===== config.mk =====
export PLATFORM = sky130hd
export DESIGN_NAME = idct_transpose_buffer
export DESIGN_NICKNAME = d
export VERILOG_FILES = /design/src/rtl/idct_transpose_buffer.sv
export SDC_FILE = /design/constraint.sdc
export NUM_CORES = 1
export LEC_CHECK = 0
export CORE_ASPECT_RATIO = 1.5
export CORE_MARGIN = 8
export CORE_UTILIZATION = 45
export CTS_BUF_LIST = sky130_fd_sc_hd__clkbuf_16
export DETAILED_ROUTE_END_ITERATION = 10
export HOLD_SLACK_MARGIN = 0.08
export MAX_ROUTING_LAYER = met4
export PLACE_DENSITY = 0.67
export SLEW_MARGIN = 25
export SYNTH_ARGS = -nofsm -noshare
export SYNTH_HDL_FRONTEND = slang
export SYNTH_SLANG_ARGS = --single-unit
export TNS_END_PERCENT = 10

===== constraint.sdc =====
create_clock -name clk -period 9.4 [get_ports clk]
set_clock_uncertainty 0.15 [all_clocks]
set_input_delay 2.82 -clock clk [delete_from_list [all_inputs] [get_ports clk]]
set_output_delay 2.82 -clock clk [all_outputs]
set_load 0.01 [all_outputs]

===== src/rtl/idct_transpose_buffer.sv =====
// idct_transpose_buffer: 8x8 transpose between the IDCT row and column passes.
// Define IDCT_TRANSPOSE_PINGPONG_EN for two-bank ping-pong; default is one bank.
module idct_transpose_buffer (
    input  logic        clk,
    input  logic        rst,
    input  logic        in_valid,
    output logic        in_ready,
    input  logic [71:0] in_row,
    output logic        out_valid,
    input  logic        out_ready,
    output logic [71:0] out_col,
    output logic        blk_done
);

`ifdef IDCT_TRANSPOSE_PINGPONG_EN
    localparam int NB = 2;
`else
    localparam int NB = 1;
`endif

    logic [71:0]   mem_q [NB][8];
    logic [NB-1:0] full_q, full_d;
    logic [2:0]    wr_q, wr_d;
    logic [2:0]    rc_q, rc_d;
    logic          blk_done_q, blk_done_d;
    logic          wsel, rsel;
    logic          wr_fire, rd_fire;
    logic          wr_last, rd_last;

    assign in_ready  = ~full_q[wsel];
    assign out_valid = full_q[rsel];
    assign blk_done  = blk_done_q;

    assign wr_fire = in_valid & in_ready;
    assign rd_fire = out_valid & out_ready;
    assign wr_last = wr_fire & (wr_q == 3'd7);
    assign rd_last = rd_fire & (rc_q == 3'd7);

`ifdef IDCT_TRANSPOSE_PINGPONG_EN
    logic wb_q, wb_d;
    logic rb_q, rb_d;

    assign wsel = wb_q;
    assign rsel = rb_q;

    // Bank pointers flip at each block boundary on their own side.
    always_comb begin
        wb_d = wb_q;
        rb_d = rb_q;
        if (wr_last) wb_d = ~wb_q;
        if (rd_last) rb_d = ~rb_q;
    end

    // Bank pointer registers.
    always_ff @(posedge clk or posedge rst) begin
        if (rst) begin
            wb_q <= 1'b0;
            rb_q <= 1'b0;
        end else begin
            wb_q <= wb_d;
            rb_q <= rb_d;
        end
    end
`else
    assign wsel = 1'b0;
    assign rsel = 1'b0;
`endif

    // Row/column counters, bank full flags and end-of-block pulse.
    always_comb begin
        wr_d       = wr_q;
        rc_d       = rc_q;
        full_d     = full_q;
        blk_done_d = rd_last;
        if (wr_fire) wr_d = wr_q + 3'd1;
        if (rd_fire) rc_d = rc_q + 3'd1;
        if (wr_last) full_d[wsel] = 1'b1;
        if (rd_last) full_d[rsel] = 1'b0;
    end

    // Control state; the storage array is deliberately left unreset.
    always_ff @(posedge clk or posedge rst) begin
        if (rst) begin
            wr_q       <= 3'd0;
            rc_q       <= 3'd0;
            full_q     <= '0;
            blk_done_q <= 1'b0;
        end else begin
            wr_q       <= wr_d;
            rc_q       <= rc_d;
            full_q     <= full_d;
            blk_done_q <= blk_done_d;
        end
    end

    // Row storage; a bank is only read once its full flag is set.
    always_ff @(posedge clk) begin
        if (wr_fire) mem_q[wsel][wr_q] <= in_row;
    end

    // Gather element rc of every stored row into one column word.
    always_comb begin
        out_col = '0;
        if (out_valid) begin
            for (int r = 0; r < 8; r++) begin
                out_col[(7 - r) * 9 +: 9] =
                    mem_q[rsel][3'(r)][(7 - 32'(rc_q)) * 9 +: 9];
            end
        end
    end

endmodule

# Yosys cells after proc, flatten, opt, wreduce, memory -nomap -nowiden
# Memory sizes are Yosys's and may differ from the RTL's.
# Cells that the tools add are included.
# W data, S select, Z words.
[classes]
n_addsub = 3
multipliers = 1
order_cmp = 2
eq_ne = 2
shift = 5
mux = 7
n_bitwise = 6
reduce_logical = 2
[op_table]
columns = ["cell", "count"]
rows = [
  ["$mux W576", 1],
  ["$shiftx A72 B33 Y9", 4],
  ["$demux W72 S3", 1],
  ["$mux W72", 2],
  ["$shiftx A1 B33 Y9 const A", 1],
  ["$mul A32 B4 Y32 const B", 1],
  ["$add A3 B1 Y3 const B", 2],
  ["$eq A3 B3 Y1 const B", 2],
  ["$and A1 B1 Y1", 4],
  ["$ge A4 B4 Y1 const B", 1],
  ["$lt A4 B1 Y1 const B", 1],
  ["$not A3 Y4", 1],
  ["$sub A3 B3 Y4 const A", 1],
  ["$mux W1", 3],
  ["$reduce_bool A2 Y1", 1],
  ["$logic_and A1 B1 Y1", 1],
  ["$not A1 Y1", 1],
]
[word_totals]
register_bits = 8
ramBits = 576
input_bits = 76
out_inout_bits = 75
wordCells = 33
n_memories = 1
[memory_table]
columns = ["name", "depth", "word_bits", "rd", "rd_clocked_by_memory_dff", "write_ports", "line_no", "source"]
rows = [
  ["mem_q", 1, 576, 1, 0, 1, "21", "logic [71:0] mem_q [NB][8];"],
]

# Longest topological paths before layout
[depth]
depth_word = 6
ltp_mapped = 7
mapped_depth_nobuf = 4

# Worst setup path before layout
# Ideal clock, no wire load.
[synth_timing]
kind = "in2reg"
startpoint = "input port in_valid"
endpoint = "memory mem_q[0][504] in the netlist's numbering, enable pin"
setup_time_ps = 605
arrival_ps = 8606
slack_ps = 39
stages = 3
path_buffers = 0
path_cell_list = "nor2b_1 nor2b_1 nor3b_1"
[synth_via]
elab_chain_len = 3
[synth_lines]
columns = ["item", "line_no", "source"]
rows = [
  ["from (decl)", "6", "input logic in_valid,"],
  ["$and A1 B1 Y1", "34", "assign wr_fire = in_valid & in_ready;"],
  ["$mux W1", "98", "if (wr_fire) mem_q[wsel][wr_q] <= in_row;"],
  ["$mux W576 (implied by the code)", "98", ""],
  ["to (decl)", "21", ""],
]
# Every way passes these cells.

# Worst setup path in the final report
[layout_timing]
startpoint = "register rc_q[1]"
endpoint = "output port out_col[53]"
[layout_via]
elab_chain_len = 4
[layout_lines]
columns = ["item", "line_no", "source"]
rows = [
  ["from (decl)", "24", "logic [2:0] rc_q, rc_d;"],
  ["from (signal assigned)", "90", "rc_q <= rc_d;"],
  ["$sub A3 B3 Y4", "107", "mem_q[rsel][3'(r)][(7 - 32'(rc_q)) * 9 +: 9];"],
  ["$mul A32 B4 Y32", "107", ""],
  ["$shiftx A72 B33 Y9", "107", ""],
  ["$mux W72", "104", "if (out_valid) begin"],
  ["to (decl)", "11", "output logic [71:0] out_col,"],
]
# Every way passes these cells.

==> results.py <==
metrics = {
    "critical_path": {
        "cp_max_fo": 45,
        "arrival_ns": 3.68,
        "r2r_start": "out_valid",
        "critPathCaptureType": "primary output",
        "critPathRequiredTime_ns": 6.43,
        "r2r_cells": 5,
        "crit_path_start_kind": "flop",
        "reg2reg_to": "mem_q[0][411]",
        "ff2ff_setup_slack_ns": 6.66,
        "crit_start": "rc_q[1]",
        "crit_type": "reg -> out",
        "crit_path_end": "out_col[53]",
    },
    "route": {
        "wl_per_cell_microns": 24.07,
        "first_iter_violations": 344,
        "viasPerCell": 5.442,
        "drt_wl_total_microns": 25610,
        "vias": 5790,
        "drcViolationCount": 0,
        "firstDrtPassIters": 5,
        "final_antenna_net_count": 0,
    },
    "pwr": {
        "p_leak_nw": 4.558,
        "ir_drop_mv": 0.1917,
        "powerDensity_nw_per_um2": 284.5,
        "p_switching_mw": 1.190,
        "seqPwrFrac_pct": 42.2,
        "swShare_pct": 30.09,
        "internal_power_mw": 2.764,
        "power.total_mw": 3.954,
        "power_frac_clock_pct": 25.1,
        "p_comb_share_pct": 32.7,
    },
    "sta": {
        "setup_violations": 0,
        "rsz0062_at_grt": "no",
        "setup_slack_ns": 2.749,
        "setup_tns_ns": 0,
        "timing.final.crit_share_pct": 70.75,
        "drv_slew": 0,
        "relSlewSlack_pct": 31.13,
        "hold-worst-slack_ns": 0.4032,
        "worst-slew-pin-transition_ns": 1.033,
        "max_freq_mhz": 150.4,
        "hold_viol": 0,
        "period_needed_ns": 6.651,
    },
    "clock_network": {
        "cts_setup_buffers": 0,
        "clk_pin_slew_worst_paths_ns": 0.06,
        "clock_latency_ns": 0.53,
        "cts_tree": "yes",
        "htree_levels": 1,
        "cts.root.buffer_cell": "clkbuf_16",
        "cts_buffers": 28,
        "cts_buffer_depth": 3,
        "cts_hold_buffers": 0,
        "cts_resized": 0,
        "cts_num_sinks": 296,
    },
    "die": {
        "die_w_microns": 147.7,
        "initial_core_util_pct": 45.57,
        "rows": 72,
        "die_h_microns": 213.5,
        "core_area_sq_um": 25670,
        "pin_count": 151,
        "die_area_sq_um": 31520,
    },
    "place": {
        "dp.final_hpwl_microns": 17310,
        "portBuffers": 114,
        "gp_congestion": 0.8036,
        "dp_cells": 1013,
        "dp_slack_ns": 3.306,
        "placed_area_sq_um": 13060,
    },
    "cells_and_area": {
        "final_area_sq_um": 13900,
        "area_delta_synth_final_pct": 18.78,
        "drive_gt1_share_pct": 17.97,
        "nets": 791,
        "stdcell_count": 1064,
        "utilization_pct": 54.12,
    },
    "min_path": {
        "hold_path_class": "reg -> reg",
        "worstHoldStart": "wr_q[2]",
    },
    "synthesis": {
        "synth_area_per_cell_sq_um": 19.90,
        "synth_cells": 588,
        "synthTopCellsByArea": "edfxtp_1 (74%), mux4_2 (13%), buf_4 (2.9%)",
        "synth_edf_count": 288,
        "synth_top_cell_by_area": "edfxtp_1",
        "synthFlopType": "edfxtp_1",
        "netlist-cell-type-count": 31,
        "synth-seq-cells": 296,
        "synthTopCellsByCount": "edfxtp_1 (288), mux4_2 (69), nand2_1 (69)",
        "ys_seq_area_share_pct": 75.64,
        "synth_warnings": 0,
        "synth_area_sq_um": 11700,
        "synthArstFlopShare_pct": 2.703,
        "yosysMostFrequentCell": "edfxtp_1",
        "netlist.area_leader.share_pct": 73.93,
    },
    "global_routing": {
        "grt_pass1_wl_microns": 38200,
        "grt-busiest-layer": "met2",
        "overflow": 0,
        "grt_pass1_vias": 6257,
        "gr-usage-met1_pct": 19.16,
        "grt_max_degree": 73,
        "antenna_found_initial": 2,
        "grtUsageMet3_pct": 3.400,
        "track_usage_pct": 16.73,
        "met2_usage_pct": 29.46,
    },
    "run_status": {
        "status": "finished clean",
    },
    "flow_run": {
        "drv_cap": 0,
    },
}
==> final cells by class <==
type | instances | area [sq um]
antenna | 2 | 5.005
clock buffer | 29 | 725.7
fill | 1994 | 11780
tap | 333 | 416.7
timing repair buffer | 124 | 1269
sequential | 296 | 8855
multi-input combinational | 257 | 2530
clock inverter | 19 | 80.08
inverter | 4 | 15.01
==> cells in the final DEF, fill, tap and decap left out, types with 2 or more instances in the layout <==
master	count
edfxtp_1	288
clkdlybuf4s50_1	114
nand2_1	69
mux4_2	69
conb_1	36
a21oi_1	35
clkbuf_16	29
clkinv_1	11
nor2_1	8
clkinv_2	7
buf_4	7
o21ai_0	6
mux2_2	5
inv_1	5
dfrtp_1	5
mux2_4	4
ha_1	4
nor2b_1	3
diode_2	2
nor2_4	2
a22o_1	2
mux2i_1	2
buf_16	2
dfrtp_2	2
==> how the worst min path moves through the flow <==
stage,endpoint,slack (ns),cells after the start
after detailed placement,wr_q[2],0.39,1
after floorplan,wr_q[2],0.36,1
after global routing,wr_q[2],0.42,1
after CTS,wr_q[2],0.40,1
final,wr_q[2],0.40,1
after global placement,wr_q[2],0.38,1
==> per-layer routing <==
layer	wire length [microns]	vias up
li1	-	2504
met1	9618	3006
met2	13610	246
met3	1882	34
met4	503	0
met5	0	-
==> kinds of logic (layout without fill, tap and decap cells) <==
group / count (synthesis) / after routing / share of synthesized area (%)
mux: 81 / 81 / 14.55
xor+xnor: 2 / 2 / 0.1498
flops: 296 / 296 / 75.64
buf+inv: 70 / 176 / 4.043
simple gates: 87 / 87 / 2.984
compound gates: 47 / 47 / 2.182
other cells: 1 / 38 / 0.03205
fa+ha+maj: 4 / 4 / 0.4278
==> sequential cells by signal (all words and copies together) (netlist names) <==
name,cells
out_valid,1
mem_q,288
blk_done,1
rc_q,3
wr_q,3
==> power groups by stage <==
stage,sequential (mW),clock [mW],combinational [mW]
finish,1.67,0.993,1.29
global route,1.68,1.06,1.39
detailed placement,1.70,0,1.30
global placement,1.73,0,1.24
CTS,1.67,1.02,1.31
floorplan,1.64,0,0.854
==> critical path, cell delays in order (launching register included) <==
cell and delay, ns:
dfrtp_2 0.78, buf_4 0.62, inv_1 0.48, mux4_2 0.56
nor2_1 0.10, nor2_1 0.07, clkdlybuf4s50_1 0.48
Power figures use the tool's default switching activity.
